--- config.mk ---
export PLATFORM = sky130hd
export DESIGN_NAME = if_fetch_queue
export DESIGN_NICKNAME = d
export VERILOG_FILES = /design/src/rtl/if_fetch_queue.sv
export SDC_FILE = /design/constraint.sdc
export NUM_CORES = 1
export LEC_CHECK = 0
export CAP_MARGIN = 30
export CORE_ASPECT_RATIO = 1.5
export CORE_MARGIN = 2
export CORE_UTILIZATION = 40
export DETAILED_ROUTE_END_ITERATION = 12
export PLACE_DENSITY = 0.67
export SLEW_MARGIN = 20
export SYNTH_ARGS = -nofsm -noshare
export SYNTH_HDL_FRONTEND = slang
export SYNTH_SLANG_ARGS = --single-unit
--- constraint.sdc ---
create_clock -name clk -period 2.7 [get_ports clk]
set_input_delay 0.54 -clock clk [delete_from_list [all_inputs] [get_ports clk]]
set_output_delay 0.54 -clock clk [all_outputs]
set_load 0.01 [all_outputs]
--- src/rtl/if_fetch_queue.sv ---
// -----------------------------------------------------------------------------
// if_fetch_queue
//
// Instruction-fetch stage for the MIPS pipeline. It contains:
//   * a PC generator with sign-extended, word-scaled branch redirection,
//   * a pipelined request/response interface to a one-cycle-latency
//     instruction memory,
//   * a small circular prefetch queue that decouples fetch from decode.
//
// Optional feature: define IF_PERF_CNT_EN to add the fetchCount/flushCount
// performance counters. Fetch behaviour is identical with or without them.
//
// Ports:
//   clk            in   rising-edge clock
//   rst            in   asynchronous active-low reset
//   imemReq        out  fetch request this cycle
//   imemAddr       out  request address (equals fetchPC even when idle)
//   imemInst       in   instruction, valid one cycle after its request
//   brTaken        in   redirect/flush strobe
//   brPC           in   branch base (PC of branch + 4)
//   brOffset       in   signed branch offset in words
//   outValid       out  queue head valid
//   outReady       in   decode accepts the head
//   outPC          out  PC of the head instruction (0 when empty)
//   outInstruction out  head instruction (0 when empty)
//   fetchCount     out  accepted pops, wraps at 2^32   (IF_PERF_CNT_EN only)
//   flushCount     out  cycles with brTaken, wraps     (IF_PERF_CNT_EN only)
//
// Handshake: the head moves to decode on a cycle where outValid && outReady
// are both high at the rising edge; outValid never depends on outReady, and
// the head is held stable until it is taken or flushed by brTaken.
// -----------------------------------------------------------------------------
module if_fetch_queue #(
    parameter int unsigned          INST_SIZE      = 32,
    parameter int unsigned          PC_SIZE        = 32,
    parameter int unsigned          BR_OFFSET_SIZE = 16,
    parameter int unsigned          QUEUE_DEPTH    = 4,
    parameter logic [PC_SIZE-1:0]   RESET_PC       = '0
) (
    input  logic                      clk,
    input  logic                      rst,
    output logic                      imemReq,
    output logic [PC_SIZE-1:0]        imemAddr,
    input  logic [INST_SIZE-1:0]      imemInst,
    input  logic                      brTaken,
    input  logic [PC_SIZE-1:0]        brPC,
    input  logic [BR_OFFSET_SIZE-1:0] brOffset,
    output logic                      outValid,
    input  logic                      outReady,
    output logic [PC_SIZE-1:0]        outPC,
    output logic [INST_SIZE-1:0]      outInstruction
`ifdef IF_PERF_CNT_EN
    ,
    output logic [31:0]               fetchCount,
    output logic [31:0]               flushCount
`endif
);

    localparam int unsigned PTR_W = $clog2(QUEUE_DEPTH);
    localparam int unsigned CNT_W = PTR_W + 1;
    // Depth widened by one bit so it can be compared against count + inflight.
    localparam logic [CNT_W:0] DEPTH_EXT = QUEUE_DEPTH[CNT_W:0];

    // -------------------------------------------------------------------------
    // State
    // -------------------------------------------------------------------------
    logic [PC_SIZE-1:0]   fetch_pc_q,       fetch_pc_d;
    logic                 inflight_valid_q, inflight_valid_d;
    logic [PC_SIZE-1:0]   inflight_pc_q,    inflight_pc_d;
    logic [PTR_W-1:0]     wr_ptr_q,         wr_ptr_d;
    logic [PTR_W-1:0]     rd_ptr_q,         rd_ptr_d;
    logic [CNT_W-1:0]     count_q,          count_d;

    logic [PC_SIZE-1:0]   q_pc_q   [QUEUE_DEPTH];
    logic [INST_SIZE-1:0] q_inst_q [QUEUE_DEPTH];

    // -------------------------------------------------------------------------
    // Control
    // -------------------------------------------------------------------------
    logic                 pop;
    logic                 push;
    logic                 issue;
    logic [CNT_W:0]       occupancy;
    logic [PC_SIZE-1:0]   br_off_ext;
    logic [PC_SIZE-1:0]   br_target;

    assign outValid = (count_q != '0);

    // A redirect flushes the head, so a simultaneous handshake is not a pop.
    assign pop  = outValid && outReady && !brTaken;
    // The response of a flushed in-flight request is dropped.
    assign push = inflight_valid_q && !brTaken;

    // Slots already claimed once this cycle's pop is credited. A pop implies
    // count_q >= 1, so the subtraction never underflows.
    assign occupancy = {1'b0, count_q}
                     + {{CNT_W{1'b0}}, inflight_valid_q}
                     - {{CNT_W{1'b0}}, pop};

    // rst gates the request combinationally so imemReq drops the moment reset
    // is asserted rather than waiting for the registers to settle.
    assign issue = rst && !brTaken && (occupancy < DEPTH_EXT);

    // Offset is in words: sign-extend to PC width, then scale by 4. Bits
    // shifted out of the top are discarded, giving modulo-2^PC_SIZE targets.
    // Assumes PC_SIZE > BR_OFFSET_SIZE.
    assign br_off_ext = {{(PC_SIZE-BR_OFFSET_SIZE){brOffset[BR_OFFSET_SIZE-1]}}, brOffset};
    assign br_target  = brPC + (br_off_ext << 2);

    always_comb begin
        fetch_pc_d       = fetch_pc_q;
        inflight_valid_d = inflight_valid_q;
        inflight_pc_d    = inflight_pc_q;
        wr_ptr_d         = wr_ptr_q;
        rd_ptr_d         = rd_ptr_q;
        count_d          = count_q;

        if (brTaken) begin
            fetch_pc_d       = br_target;
            inflight_valid_d = 1'b0;
            wr_ptr_d         = '0;
            rd_ptr_d         = '0;
            count_d          = '0;
        end else begin
            if (issue) begin
                fetch_pc_d       = fetch_pc_q + PC_SIZE'(4);
                inflight_valid_d = 1'b1;
                inflight_pc_d    = fetch_pc_q;
            end else begin
                inflight_valid_d = 1'b0;
            end
            // Pointer widths equal log2(depth), so increments wrap naturally.
            if (push) begin
                wr_ptr_d = wr_ptr_q + PTR_W'(1);
            end
            if (pop) begin
                rd_ptr_d = rd_ptr_q + PTR_W'(1);
            end
            count_d = count_q + {{(CNT_W-1){1'b0}}, push}
                              - {{(CNT_W-1){1'b0}}, pop};
        end
    end

    always_ff @(posedge clk or negedge rst) begin
        if (!rst) begin
            fetch_pc_q       <= RESET_PC;
            inflight_valid_q <= 1'b0;
            inflight_pc_q    <= '0;
            wr_ptr_q         <= '0;
            rd_ptr_q         <= '0;
            count_q          <= '0;
        end else begin
            fetch_pc_q       <= fetch_pc_d;
            inflight_valid_q <= inflight_valid_d;
            inflight_pc_q    <= inflight_pc_d;
            wr_ptr_q         <= wr_ptr_d;
            rd_ptr_q         <= rd_ptr_d;
            count_q          <= count_d;
        end
    end

    // Queue storage needs no reset: entries are only visible while counted.
    always_ff @(posedge clk) begin
        if (push) begin
            q_pc_q[wr_ptr_q]   <= inflight_pc_q;
            q_inst_q[wr_ptr_q] <= imemInst;
        end
    end

    // -------------------------------------------------------------------------
    // Outputs
    // -------------------------------------------------------------------------
    assign imemReq        = issue;
    assign imemAddr       = fetch_pc_q;
    assign outPC          = outValid ? q_pc_q[rd_ptr_q]   : '0;
    assign outInstruction = outValid ? q_inst_q[rd_ptr_q] : '0;

`ifdef IF_PERF_CNT_EN
    logic [31:0] fetch_cnt_q;
    logic [31:0] flush_cnt_q;

    always_ff @(posedge clk or negedge rst) begin
        if (!rst) begin
            fetch_cnt_q <= '0;
            flush_cnt_q <= '0;
        end else begin
            if (pop) begin
                fetch_cnt_q <= fetch_cnt_q + 32'd1;
            end
            if (brTaken) begin
                flush_cnt_q <= flush_cnt_q + 32'd1;
            end
        end
    end

    assign fetchCount = fetch_cnt_q;
    assign flushCount = flush_cnt_q;
`endif

endmodule

# ---- Word-level counts from Yosys, hierarchy flattened
# Memories as Yosys holds them, arrays and structs flattened.
# Cells that the tools add are included.
dict set report totals {
  register_bits 72
  mem_bits_rw 256
  output_inout_bits 98
  memories 2
}
dict set report op_classes {
  addsub 8
  magnitude_cmp 1
  muxes 13
  bitwise_logic 1
  reduce_logical 11
}
# name words width rd rd_clocked_by_memory_dff wr line
set mem_list {}
lappend mem_list {q_inst_q 4 32 1 0 1 75} ;# logic [INST_SIZE-1:0] q_inst_q [QUEUE_DEPTH];
lappend mem_list {q_pc_q 4 32 1 0 1 74} ;# logic [PC_SIZE-1:0] q_pc_q [QUEUE_DEPTH];
# op count
set ops {}
lappend ops {{$mux 32} 4}
lappend ops {{$add 32x3->32 const B} 1}
lappend ops {{$add 32x32->32} 1}
lappend ops {{$mux 2} 4}
lappend ops {{$reduce_bool 2->1} 3}
lappend ops {{$logic_and 1x1->1} 5}
lappend ops {{$add 2x1->2 const B} 2}
lappend ops {{$add 3x1->4} 1}
lappend ops {{$lt 4x3->1 const B} 1}
lappend ops {{$mux 1} 4}
lappend ops {{$sub 4x1->4} 1}
lappend ops {{$add 3x1->3} 1}
lappend ops {{$mux 3} 1}
lappend ops {{$reduce_bool 3->1} 1}
lappend ops {{$sub 3x1->3} 1}
lappend ops {{$reduce_and 2->1} 1}
lappend ops {{$logic_not 1->1} 1}
lappend ops {{$not 1->1} 1}

# ---- Logic depth before layout (Yosys ltp)
dict set report depth {
  ltp_word 8
  depth_mapped 14
}

# ---- Worst setup path before layout
# No wires, ideal clock.
dict set report synth_timing {
  kind {register to output}
  startpoint {register count_q[2]}
  endpoint {output port imemReq}
  t_arrival_ps 2446
  slack_ps -286
  path_stages_with_launch 12
  path_buffers 3
  path_cell_list {dfrtp_1 inv_1 nand3_1 clkbuf_1 nand3_1 ha_1 nand2_1 o221a_1 nor2_2 buf_2 inv_2 clkbuf_1}
}
dict set report synth_via {
  elab_chain_len 6
  word_cells_on_any_way 7
}
# item line
set synth_lines {}
lappend synth_lines {{from (decl)} 72} ;# logic [CNT_W-1:0] count_q, count_d;
lappend synth_lines {{from (signal assigned)} 158} ;# count_q <= count_d;
lappend synth_lines {{$reduce_bool 3->1} 87} ;# assign outValid = (count_q != '0);
lappend synth_lines {{named net outValid} 48} ;# output logic outValid,
lappend synth_lines {{$logic_and 1x1->1 (2 in a row)} 90} ;# assign pop = outValid && outReady && !brTaken;
lappend synth_lines {{$sub 4x1->4} 98} ;# - {{CNT_W{1'b0}}, pop};
lappend synth_lines {{$lt 4x3->1} 102} ;# assign issue = rst && !brTaken && (occupancy < DEPTH_EXT);
lappend synth_lines {{$logic_and 1x1->1} 102}
lappend synth_lines {{to (decl)} 42} ;# output logic imemReq,
# The timed path passes the listed nets, and every way through them passes these cells.

# ---- Worst setup path in the final report
dict set report layout_timing {
  startpoint {register rd_ptr_q[0]}
  endpoint {output port outPC[13]}
}
dict set report layout_via {
  elab_chain_len 2
}
# item line
set layout_lines {}
lappend layout_lines {{from (decl)} 71} ;# logic [PTR_W-1:0] rd_ptr_q, rd_ptr_d;
lappend layout_lines {{from (signal assigned)} 157} ;# rd_ptr_q <= rd_ptr_d;
lappend layout_lines {{$mem_v2 4x32} -}
lappend layout_lines {{$mux 32} 175} ;# assign outPC = outValid ? q_pc_q[rd_ptr_q] : '0;
lappend layout_lines {{to (decl)} 50} ;# output logic [PC_SIZE-1:0] outPC,
# No other way between the ends.

==> out/metrics.cfg <==
[logic_synthesis]
syn_nets=1110
ys_warn_count=0
ys.flop_type=edfxtp_1
synthCells=987
postSynthAreaPerCell_um2=14.8
synth-edff-count=256
ys_seq_elements=328
synth.distinct_cells=62
synthArstFlopShare=0.220
synth_area_um2=14600
seq_area_frac_synth=0.648

[clock_network]
htree_levels=1
clock_sinks=328
clk_latency_ns=0.56
cts_buffer_depth=3
ctsHoldBuffers=0
root_buffer=clkbuf_16
cts_tree=yes
cts_buffers=30
clk_pin_slew_ns=0.07

[placement]
place_ws_ns=-0.662
place_inst=1728
routabilityCongestion=0.870
portBuffers=181
hpwl_um=22300

[timing]
finalClockSkew_ns=0.0220
hold_viol_final=0
fmax_mhz=362
setup_ws_ns=-0.0653
fin_crit_sh=1.02
min_period_ns=2.77
maxSlewViolCount=0
slew_headroom=0.611
rsz0062_at_grt=true
setup_violations=29
timing.hold.ws_ns=0.0339
tightestPinTransition_ns=0.580

[pwr]
vdd_drop_max_mv=0.587
p_int_uw=12400
p_total_uw=17600
clkPwrFrac=0.250
p_per_area_nw_per_um2=891
power_switching_uw=5190
p_comb_frac=0.362
switching_share=0.295
power.leakage_uw=0.00757
p_seq_frac=0.387

[job]
maxCapViolations=0

[floorplanning]
start_util=0.407
pin_count=182
dieWidth_um=160
design.die.area_um2=38200
core_area_um2=35900
fp.dieH_um=238
rows=85

[setup_path]
startpoint_type=flop
path_delay_family=flip-flops
arrival_ns=2.23
path_max_fanout=5
path_cells=buf_12, buf_12, buf_12, mux4_2, and2_4, buf_6
slowest_stage=dfrtp_4
slowest_delay_ns=0.52
path_common_cell=buf_12
cp_num_buf_inv=4
end_kind=output port
worstSetupPathType=flop to output port
worst_ep_required_time_ns=2.16

[detailed_routing]
wl_per_cell_um=18.7
first_pass_iters=6
antenna_left=0
vias_per_cell=5.11
remaining_drc_errors=0
dr.first_iter.drc_count=423
totalWireLength_um=34000
num_vias=9286

[final_layout]
final_common_cell=edfxtp_1
instances_no_fill=1819
layout.cells.most_common_list=256 x edfxtp_1, 130 x nand2_1, 118 x buf_4, 108 x clkdlybuf4s50_1, 69 x dfrtp_1
area_growth_pct=35.1
nNetsFinal=1439
drive_gt1_frac=0.322

[global_routing]
antenna_found_initial=1
grt_max_degree=73
grt_pass1_vias=9725
top_usage_layer=met2
met3_usage=0.0202
grt_pass1_wl_um=53200
gr-total-overflow=0
met1_usage=0.207
grtUsageMet2=0.340
track_usage=0.178

[outcome]
violations=setup timing
status=complete, but fails checks

[min_path]
hold_path.class=input pin to asynchronous set/reset pin

## state kept, by name, indices dropped and copies added, names as in the netlist
signal and cells:
q_pc_q 128, wr_ptr_q 2, count_q 3, inflight_pc_q 32
rd_ptr_q 2, imemAddr 32, inflight_valid_q 1, q_inst_q 128
## cell usage after synthesis (6+ instances only)
cell type / n / share of area
mux4_2: 64 / 0.098
dfrtp_1: 72 / 0.12
clkbuf_1: 22 / 0.0056
a21oi_1: 25 / 0.0085
nor2_1: 31 / 0.0080
buf_1: 9 / 0.0023
nand2_1: 132 / 0.034
a31oi_1: 7 / 0.0030
inv_1: 15 / 0.0038
and3_1: 9 / 0.0038
edfxtp_1: 256 / 0.53
nor3_1: 11 / 0.0038
and4_1: 8 / 0.0048
ha_1: 37 / 0.032
xnor2_1: 23 / 0.014
or3_1: 6 / 0.0026
o211ai_1: 9 / 0.0046
mux2i_1: 8 / 0.0055
a21o_1: 10 / 0.0051
nand4_1: 9 / 0.0038
o21ai_1: 17 / 0.0058
o21ai_0: 15 / 0.0051
and2_1: 72 / 0.031
xor2_1: 30 / 0.018
nand3_1: 21 / 0.0072
buf_2: 8 / 0.0027
## routing by layer
| layer | wire length, um | vias up |
|---|---|---|
| li1 | - | 4392 |
| met1 | 13300 | 4643 |
| met2 | 18600 | 203 |
| met3 | 1250 | 48 |
| met4 | 869 | 0 |
| met5 | 0 | - |
## path summary, 6_finish.rpt
check | cells after the start | start | to | slack [ns]
setup / recovery | 6 | rd_ptr_q[0] | outPC[13] | -0.07
hold / removal | 2 | rst | count_q[0] | 0.03
setup reg to reg | 13 | count_q[0] | imemAddr[28] | 0.01
hold reg to reg | 0 | inflight_pc_q[22] | q_pc_q[3][22] | 0.51
max in group asynchronous | 3 | rst | inflight_pc_q[26] | 2.08
min in group clk | 4 | brPC[2] | imemAddr[2] | 0.39
## layout make-up
| type | count | area [um^2] |
|---|---|---|
| fillers | 2978 | 16200 |
| flip-flops and latches | 328 | 9500 |
| multi-input cells | 603 | 5230 |
| repair buffers | 336 | 3330 |
| clock buffers | 38 | 863 |
| well taps | 478 | 598 |
| clock inverters | 18 | 188 |
| inverters | 17 | 66.3 |
| diodes | 1 | 2.50 |
## cells by family (layout without fill, tap and decap cells)
logic type      Yosys count  in the layout  synth area share
compound gates          118            118            0.0545
xor+xnor                 53             53            0.0317
fa+ha+maj                39             39            0.0344
buf+inv                  56            409            0.0150
flops                   328            328             0.648
mux                      75             75             0.107
other cells               0              1                 0
simple gates            318            318             0.110
## power by group through the flow
stage               combinational (uW)  clock (uW)  sequential [uW]
detailed placement                5280           0             6960
global route                      6880        4700             6920
finish                            6380        4410             6830
floorplan                         2800           0             6750
global placement                  5220           0             6890
CTS                               6040        4520             6830
## what timing repair did
| action | in CTS | in global routing |
|---|---|---|
| setup endpoints to repair | 68 | 76 |
| gates resized for setup | 320 | 93 |
| pin swaps | 6 | 18 |
| buffers inserted | 20 | 7 |
| gates cloned | 7 | 1 |
## per-stage QoR
step / util / TNS (ns) / area (um^2)
floorplan: - / -0.160 / 14600
global placement: 0.500 / -23.20 / 18000
detailed placement: 0.500 / -24.99 / 18000
CTS: 0.541 / -3.29 / 19400
global route: 0.550 / -3.32 / 19800
finish: 0.550 / -1.04 / 19800
Note: power is estimated with default switching activity, not from simulation.
